<file path="config.mk">
export PLATFORM = sky130hd
export DESIGN_NAME = shr_iter
export DESIGN_NICKNAME = d
export VERILOG_FILES = /design/src/rtl/shr_iter.sv
export SDC_FILE = /design/constraint.sdc
export NUM_CORES = 1
export LEC_CHECK = 0
export ABC_AREA = 1
export BUFFER_PORTS_ARGS = -buffer_cell sky130_fd_sc_hd__buf_2
export CAP_MARGIN = 40
export CORE_MARGIN = 1
export CORE_UTILIZATION = 51
export DETAILED_ROUTE_END_ITERATION = 7
export GPL_ROUTABILITY_DRIVEN = 0
export GPL_TIMING_DRIVEN = 0
export PLACE_DENSITY = 0.88
export SLEW_MARGIN = 20
export SYNTH_ARGS = -nofsm -noshare
export SYNTH_HDL_FRONTEND = slang
export SYNTH_SLANG_ARGS = --single-unit
export TNS_END_PERCENT = 50
</file>
<file path="constraint.sdc">
create_clock -name clk -period 3.68 [get_ports clk]
set_input_delay 0.552 -clock clk [delete_from_list [all_inputs] [get_ports clk]]
set_output_delay 0.552 -clock clk [all_outputs]
set_load 0.02 [all_outputs]
</file>
<file path="src/rtl/shr_iter.sv">
// Iterative 32-bit right shifter (logical/arithmetic), one bit per clock; start->done latency 1+shamt cycles.
// start is accepted only in IDLE; requests while busy are dropped, never queued.
module shr_iter (
    input  logic        clk,
    input  logic        reset,
    input  logic        start,
    input  logic [31:0] in,
    input  logic [4:0]  shamt,
    input  logic        arith,
    output logic [31:0] out,
    output logic        busy,
    output logic        done
);

    typedef enum logic [1:0] {
        IDLE  = 2'd0,
        SHIFT = 2'd1,
        DONE  = 2'd2
    } state_t;

    state_t      state;
    state_t      state_nxt;
    logic [31:0] data;
    logic [4:0]  cnt;
    logic        mode;

    always_ff @(posedge clk) begin
        if (reset) begin
            state <= IDLE;
            data  <= 32'd0;
            cnt   <= 5'd0;
            mode  <= 1'b0;
        end else begin
            state <= state_nxt;
            case (state)
                IDLE: begin
                    if (start) begin
                        data <= in;
                        cnt  <= shamt;
                        mode <= arith;
                    end
                end
                SHIFT: begin
                    // fill bit is the sign bit in arithmetic mode, zero otherwise
                    data <= {mode & data[31], data[31:1]};
                    cnt  <= cnt - 5'd1;
                end
                default: ;
            endcase
        end
    end

    always_comb begin
        state_nxt = state;
        busy      = 1'b0;
        done      = 1'b0;
        case (state)
            IDLE: begin
                if (start) begin
                    state_nxt = (shamt == 5'd0) ? DONE : SHIFT;
                end
            end
            SHIFT: begin
                busy = 1'b1;
                if (cnt == 5'd1) begin
                    state_nxt = DONE;
                end
            end
            DONE: begin
                busy      = 1'b1;
                done      = 1'b1;
                state_nxt = IDLE;
            end
            default: state_nxt = IDLE;
        endcase
    end

    assign out = data;

endmodule

</file>
Yosys cells after proc, flatten, opt, wreduce, memory -nomap -nowiden
Index checks and enable logic that the tools add are counted.

$add $sub $neg: 1. Muxes and demuxes: 10. Reduce and logical (&&, ||, !) cells: 7. Equality and inequality tests: 5. Bitwise logic cells: 1.

Operators with widths (count): one-hot mux 32 bit (2 select lines) (1); 2-to-1 mux 32 bit (1); one-hot mux 5 bit (2 select lines) (1); 2-to-1 mux 2 bit (3); AND reduction 2 bit (3); equality test 5 x 1 -> 1 bit (second input constant) (1); zero test 5 bit (1); 2-to-1 mux 5 bit (1); subtractor 5 x 1 -> 5 bit (second input constant) (1); != test 2 bit (second input constant) (2); one-hot mux 2 bit (2 select lines) (1); equality test 2 x 1 -> 1 bit (second input constant) (1); equality test 2 bit (second input constant) (1); zero test 2 bit (1); 2-to-1 mux 1 bit (2); nonzero test 2 bit (1); OR reduction 2 bit (1); bitwise AND 1 bit (1).

Logic and storage cells: 28. Input port bits: 41. Output and inout bits: 34. Flip-flop bits (word level): 40.

Depth between registers and ports, before layout
Gate-level depths: netlist of run 1.

Depth in word-level cells: 4. Depth in mapped cells: 10. Gate-level depth less buffers: 9.

Worst setup path after synthesis of run 1
OpenSTA, ideal clock, no wires.

Path type: reg2out. Start: reg state[0]. End: out busy. Arrival: 0.750 ns. Data required time: 3.128 ns. Slack: 2.378 ns. Path buffers: 0. Stages on the path, launching flop included: 3. Cells stage by stage: dfxtp_1 -> inv_1 -> ha_1.

Longest elaborated chain between the ends: 3. Elaborated cells between the ends (all ways): 4. Classes of those cells: eq/ne: 2; mux: 1; reduce/logical: 1.

Ends and longest elaborated chain: start, declared (RTL line 21) `state_t state;`; start signal, assigned (RTL line 34) `state <= state_nxt;`; equality test 2 x 1 -> 1 bit / equality test 2 bit (equally long branches) (RTL line 57) `case (state)`; OR reduction 2 bit (no source line) *; 2-to-1 mux 1 bit * (RTL line 57); end, declared (RTL line 11) `output logic busy,`.

Every way passes the cells marked *; elsewhere a longest branch is shown, timed or not.

Final worst setup path of run 1
Same ends and word-level chain as after synthesis.

==> flow_summary_export.csv, run 1 <==
group,metric,value,unit
clock_network,post-cts-setup-buffers,0,
sta,setup_violations,0,
placed_design,dpl.hpwl,3.36,mm
sta,relSlewSlack,71.2,%
worst_setup_path,path_cells,"inv_1 -> ha_1 -> buf_2",
finish,regArea,801,µm²
detailed_routing,first_iter_violations,195,
sta,period_share,48.4,%
logic_synthesis,synth.most_common_cell,"nand2_1",
job,maxCapViolCount,0,
clock_network,cts_resized,0,
clock_network,clock-sinks,40,
logic_synthesis,synth_seq_area_share,43.2,%
run_status,status,"complete, no violations",
worst_setup_path,worstSetupPathType,"flip-flop to output pin",
finish,design_area,0.00234,mm²
global_routing,grt_remaining_overflow,0,
worst_setup_path,critical_path.max_fanout,3,
logic_synthesis,ys_types,19,
clock_network,cts_root_buffer,"clkbuf_4",
worst_setup_path,worst_setup_path_start_kind,"flip-flop",
worst_setup_path,arrival,1.23,ns
detailed_routing,first_pass_iters,4,
sta,hold_viol_final,0,
detailed_routing,drc,0,
floorplanning,start_util,54.2,%
sta,worst_pin_slew,0.431,ns
clock_network,insertion_delay,0.35,ns
sta,rsz0062_at_grt,"no",
sta,skew,0.0115,ns
finish,drive_gt1_share,29.6,%
worst_setup_path,end_kind,"output pin",
sta,slew_viol_final,0,
worst_setup_path,cpLargestDelayFamily,"flip-flops",
logic_synthesis,syn_avg_cell_area,7.23,µm²
logic_synthesis,ys_ff_latch,40,
sta,fmax,562,MHz
power,peakVddDrop,309,µV
finish,final_util,68.6,%
logic_synthesis,synth_nets,302,
floorplanning,die_w,62.3,µm
hold_path,worstHoldPathType,"input pin to flip-flop",
sta,whs,0.429,ns
detailed_routing,wl_per_cell,12.2,µm
clock_network,postCtsHoldBufs,0,
clock_network,cts_tree,"built",
finish,syn_to_final_growth,26.5,%
worst_setup_path,crit_buf_inv,2,
floorplanning,die_h,62.3,µm
sta,tns,0,ns
detailed_routing,antenna_left,0,
sta,fin_crit,1.78,ns
global_routing,met2_usage,41.8,%
finish,multiInputGateArea,901,µm²
logic_synthesis,synth_top_area_share,43.2,%
logic_synthesis,synth_commonest_cells,"nand2_1 (81), dfxtp_1 (40), a31oi_1 (31)",
finish,diodes,0,
finish,nets,383,
finish,nFillCells,318,
global_routing,grt_pass1_wl,8.08,mm
detailed_routing,via_count,2017,
global_routing,grtUsageTotal,26.1,%
global_routing,antenna_found_initial,0,
global_routing,grt_util_met3,6.43,%
detailed_routing,drt_wl_total,4.70,mm
floorplanning,num_rows,21,
logic_synthesis,synth.largest_area_cell,"dfxtp_1",
worst_setup_path,cp_data_required_time,3.13,ns
clock_network,cts_buffers,5,
power,p_leak,0.00114,µW
clock_network,clk_path_buf_depth,2,
placed_design,io_buffers,74,
logic_synthesis,yosysWarnings,0,
logic_synthesis,syn_area,0.00185,mm²
logic_synthesis,synth-edff-count,0,
logic_synthesis,ys.flop_type,"dfxtp_1",
worst_setup_path,cpPeakStageDelay,0.37,ns
global_routing,grt_use_met1,34.4,%
detailed_routing,post_drt_via_cell_ratio,5.25,
global_routing,busiest_layer,"met2",
placed_design,dp_slack,2.14,ns
logic_synthesis,synth.top_cells.by_area,"dfxtp_1 (43%), nand2_1 (16%), a31oi_1 (10%), o21ai_0 (5.9%), o21ai_1 (4.3%)",
logic_synthesis,synthCells,256,
power,power.density,534,mW/mm²
logic_synthesis,async_flop_share,0,%
worst_setup_path,r2r_slack,2.20,ns
global_routing,grt_max_degree,13,
clock_network,path_clk_slew,0.12,ns
floorplanning,ios,75,
placed_design,placed_cell_area,0.00228,mm²
floorplanning,core,0.00342,mm²
floorplanning,die_area,0.00388,mm²
worst_setup_path,crit_slowest_cell,"dfxtp_1",
clock_network,clock_tree.htree_level_count,2,
global_routing,grt_pass1_vias,1790,
sta,fin_ws,1.90,ns
cells by family after synthesis:
logic type	share of synthesized area, %
flops	43.2
fa+ha+maj	3.38
compound gates	24.1
buf+inv	8.11
simple gates	21.1
per-stage QoR:
stage	power, µW	std cells
2_1_floorplan	873	256
4_1_cts	1260	384
3_5_place_dp	1020	376
6_report	1250	384
3_3_place_gp	1010	376
5_1_grt	1330	384
layer usage:
layer,wire length [µm],share of wire [%]
met5,0,0
met4,63,1.3
met3,309,6.6
met2,2230,48
met1,2090,44
cells in the final DEF (no fill, tap or decap), types with 7 or more instances in the layout:
cell type | netlist | layout
nand2_1 | 81 | 81
nor2_1 | 9 | 9
buf_2 | 9 | 83
o21ai_0 | 22 | 22
a21oi_1 | 11 | 11
a31oi_1 | 31 | 31
nand3_1 | 7 | 7
o21ai_1 | 16 | 16
inv_1 | 9 | 9
dfxtp_1 | 40 | 40
worst reg2reg max path, delay by kind of cell, from the launching register on:
family | cells | cell delay [ns]
AOI/OAI and AO/OA | 1 | 0.20
adders and majority gates | 1 | 0.22
buffers and inverters | 3 | 0.54
DFF | 1 | 0.35
and+or+nand+nor | 1 | 0.13
layout make-up:
cell class                      count  area share [%]
Multi-Input combinational cell    186            38.5
Timing Repair Buffer               74            15.8
Tap cell                           46            2.46
Clock inverter                      1           0.321
Sequential cell                    40            34.2
Inverter                           12            1.92
Clock buffer                        7            2.35
Buffer                             18            4.49
final timing paths:
kind,startpoint,to,depth (start not counted)
setup / recovery,state[0],busy,3
hold / removal,reset,cnt[3],2
setup reg to reg,state[1],out[15],6
hold reg to reg,mode,out[31],2
state kept, by name, indices dropped and copies added (netlist names):
name   flops
out       32
cnt        5
state      2
mode       1
power breakdown:
part           internal, µW  switching, µW  total, µW
clock                  93.6            145        238
combinational           162            288        450
sequential              508           54.3        562
total                   763            487       1250
Note: power is estimated with default switching activity, not from simulation.
==> run 2: changes to the inputs <==
--- a/config.mk
+++ b/config.mk
@@ -9,11 +9,11 @@
 export BUFFER_PORTS_ARGS = -buffer_cell sky130_fd_sc_hd__buf_2
 export CAP_MARGIN = 40
 export CORE_MARGIN = 1
-export CORE_UTILIZATION = 51
+export CORE_UTILIZATION = 48
 export DETAILED_ROUTE_END_ITERATION = 7
 export GPL_ROUTABILITY_DRIVEN = 0
 export GPL_TIMING_DRIVEN = 0
-export PLACE_DENSITY = 0.88
+export PLACE_DENSITY = 0.84
 export SLEW_MARGIN = 20
 export SYNTH_ARGS = -nofsm -noshare
 export SYNTH_HDL_FRONTEND = slang
==> constraint.sdc (replaced) <==
create_clock -name clk -period 1.7 [get_ports clk]
set_input_delay 0.255 -clock clk [delete_from_list [all_inputs] [get_ports clk]]
set_output_delay 0.255 -clock clk [all_outputs]
set_load 0.02 [all_outputs]
==> flow_summary_export.csv, run 2 (synthesis gave the netlist of run 1 again) <==
group,metric,value,unit
run_status,status,"complete, no violations",
sta,period_share,88.4,%
finish,drive_gt1_share,29.9,%
detailed_routing,first_iter_violations,164,
finish,diodes,0,
global_routing,grt_max_degree,13,
sta,fmax,665,MHz
floorplanning,core,0.00369,mm²
global_routing,grt_pass1_wl,7.88,mm
worst_setup_path,cp_data_required_time,1.91,ns
clock_network,cts_resized,0,
finish,largest_register_ffs,32,
worst_setup_path,critical_path.max_fanout,10,
worst_setup_path,r2r_slack,0.20,ns
clock_network,path_clk_slew,0.07,ns
sta,rsz0062_at_grt,"no",
global_routing,grt_remaining_overflow,0,
job,maxCapViolCount,0,
detailed_routing,drc,0,
worst_setup_path,arrival,1.72,ns
global_routing,grt_pass1_vias,1787,
power,peakVddDrop,586,µV
finish,syn_to_final_growth,30.1,%
worst_setup_path,worst_setup_path_start_kind,"flip-flop",
placed_design,dpl.hpwl,3.38,mm
floorplanning,die_area,0.00411,mm²
placed_design,io_buffers,74,
sta,fin_ws,0.197,ns
detailed_routing,drt_wl_total,4.77,mm
sta,hold_viol_final,0,
sta,relSlewSlack,70.8,%
floorplanning,die_h,64.1,µm
placed_design,placed_cell_area,0.00228,mm²
finish,final_common_cell,"buf_2",
clock_network,post-cts-setup-buffers,0,
clock_network,insertion_delay,0.29,ns
sta,fin_crit,1.50,ns
clock_network,cts_tree,"built",
power,power.density,1270,mW/mm²
sta,setup_violations,0,
finish,design_area,0.00241,mm²
finish,layout_common_cells,"buf_2 (83), nand2_1 (81), dfxtp_1 (40)",
sta,slew_viol_final,0,
detailed_routing,via_count,2018,
clock_network,postCtsHoldBufs,0,
clock_network,clock_tree.htree_level_count,2,
worst_setup_path,end_kind,"flip-flop",
floorplanning,ios,75,
detailed_routing,wl_per_cell,12.4,µm
clock_network,clock-sinks,40,
power,p_leak,0.00118,µW
detailed_routing,post_drt_via_cell_ratio,5.23,
detailed_routing,antenna_left,0,
clock_network,clk_path_buf_depth,2,
floorplanning,die_w,64.1,µm
finish,final_util,65.3,%
floorplanning,start_util,50.2,%
placed_design,dp_slack,0.223,ns
finish,nets,383,
worst_setup_path,worstSetupPathType,"flip-flop to flip-flop",
clock_network,cts_root_buffer,"clkbuf_8",
sta,whs,0.202,ns
floorplanning,num_rows,22,
global_routing,antenna_found_initial,0,
sta,skew,0.00528,ns
detailed_routing,first_pass_iters,4,
sta,worst_pin_slew,0.438,ns
clock_network,cts_buffers,5,
hold_path,worstHoldPathType,"input pin to flip-flop",
sta,tns,0,ns
global_routing,grtUsageTotal,24.5,%
-- run 2: cell count changes in the layout (fill, tap and decap cells not counted) --
cell        delta
clkbuf_1       -1
clkbuf_4       -5
clkinvlp_4     -1
clkbuf_8       +6
bufinv_16      +1
-- run 2: power by group --
| part | internal [µW] | leakage [µW] | switching, µW |
|---|---|---|---|
| sequential | 1100 | 0.000331 | 119 |
| clock | 518 | 0.0000645 | 338 |
| combinational | 350 | 0.000780 | 627 |
-- run 2: path summary, 6_finish.rpt --
path,startpoint,end,depth (start not counted)
min reg2reg,mode,out[31],2
min,reset,cnt[3],2
max,state[1],out[10],6
max reg2reg,state[1],out[10],6
-- run 2: layer usage --
| layer | track usage [%] | vias up | routed length [µm] |
|---|---|---|---|
| li1 | - | 1034 | - |
| met1 | 30.3 | 897 | 2220 |
| met2 | 41.6 | 80 | 2190 |
| met3 | 6.07 | 7 | 315 |
| met4 | 7.50 | 0 | 53 |
| met5 | 0 | - | 0 |
-- run 2: stage by stage --
step / cells / total power [µW]
finish: 386 / 3050
detailed placement: 378 / 2200
global route: 386 / 3230
CTS: 386 / 3060
global placement: 378 / 2180
floorplan: 256 / 1890
-- run 2: area by class of cell --
type	instances	area, µm²
multi-input combinational	186	901
clock buffer	7	96.3
buffer	18	105
inverter	12	45.0
tap	48	60.1
timing repair buffer	74	370
clock inverter	1	30.0
sequential	40	801
fill	335	1280
-- run 2: critical path: stages (launching register included) --
cell	delay, ns
dfxtp_1	0.33
inv_1	0.07
ha_1	0.22
inv_2	0.12
clkbuf_1	0.37
nand2_1	0.10
a31oi_1	0.21
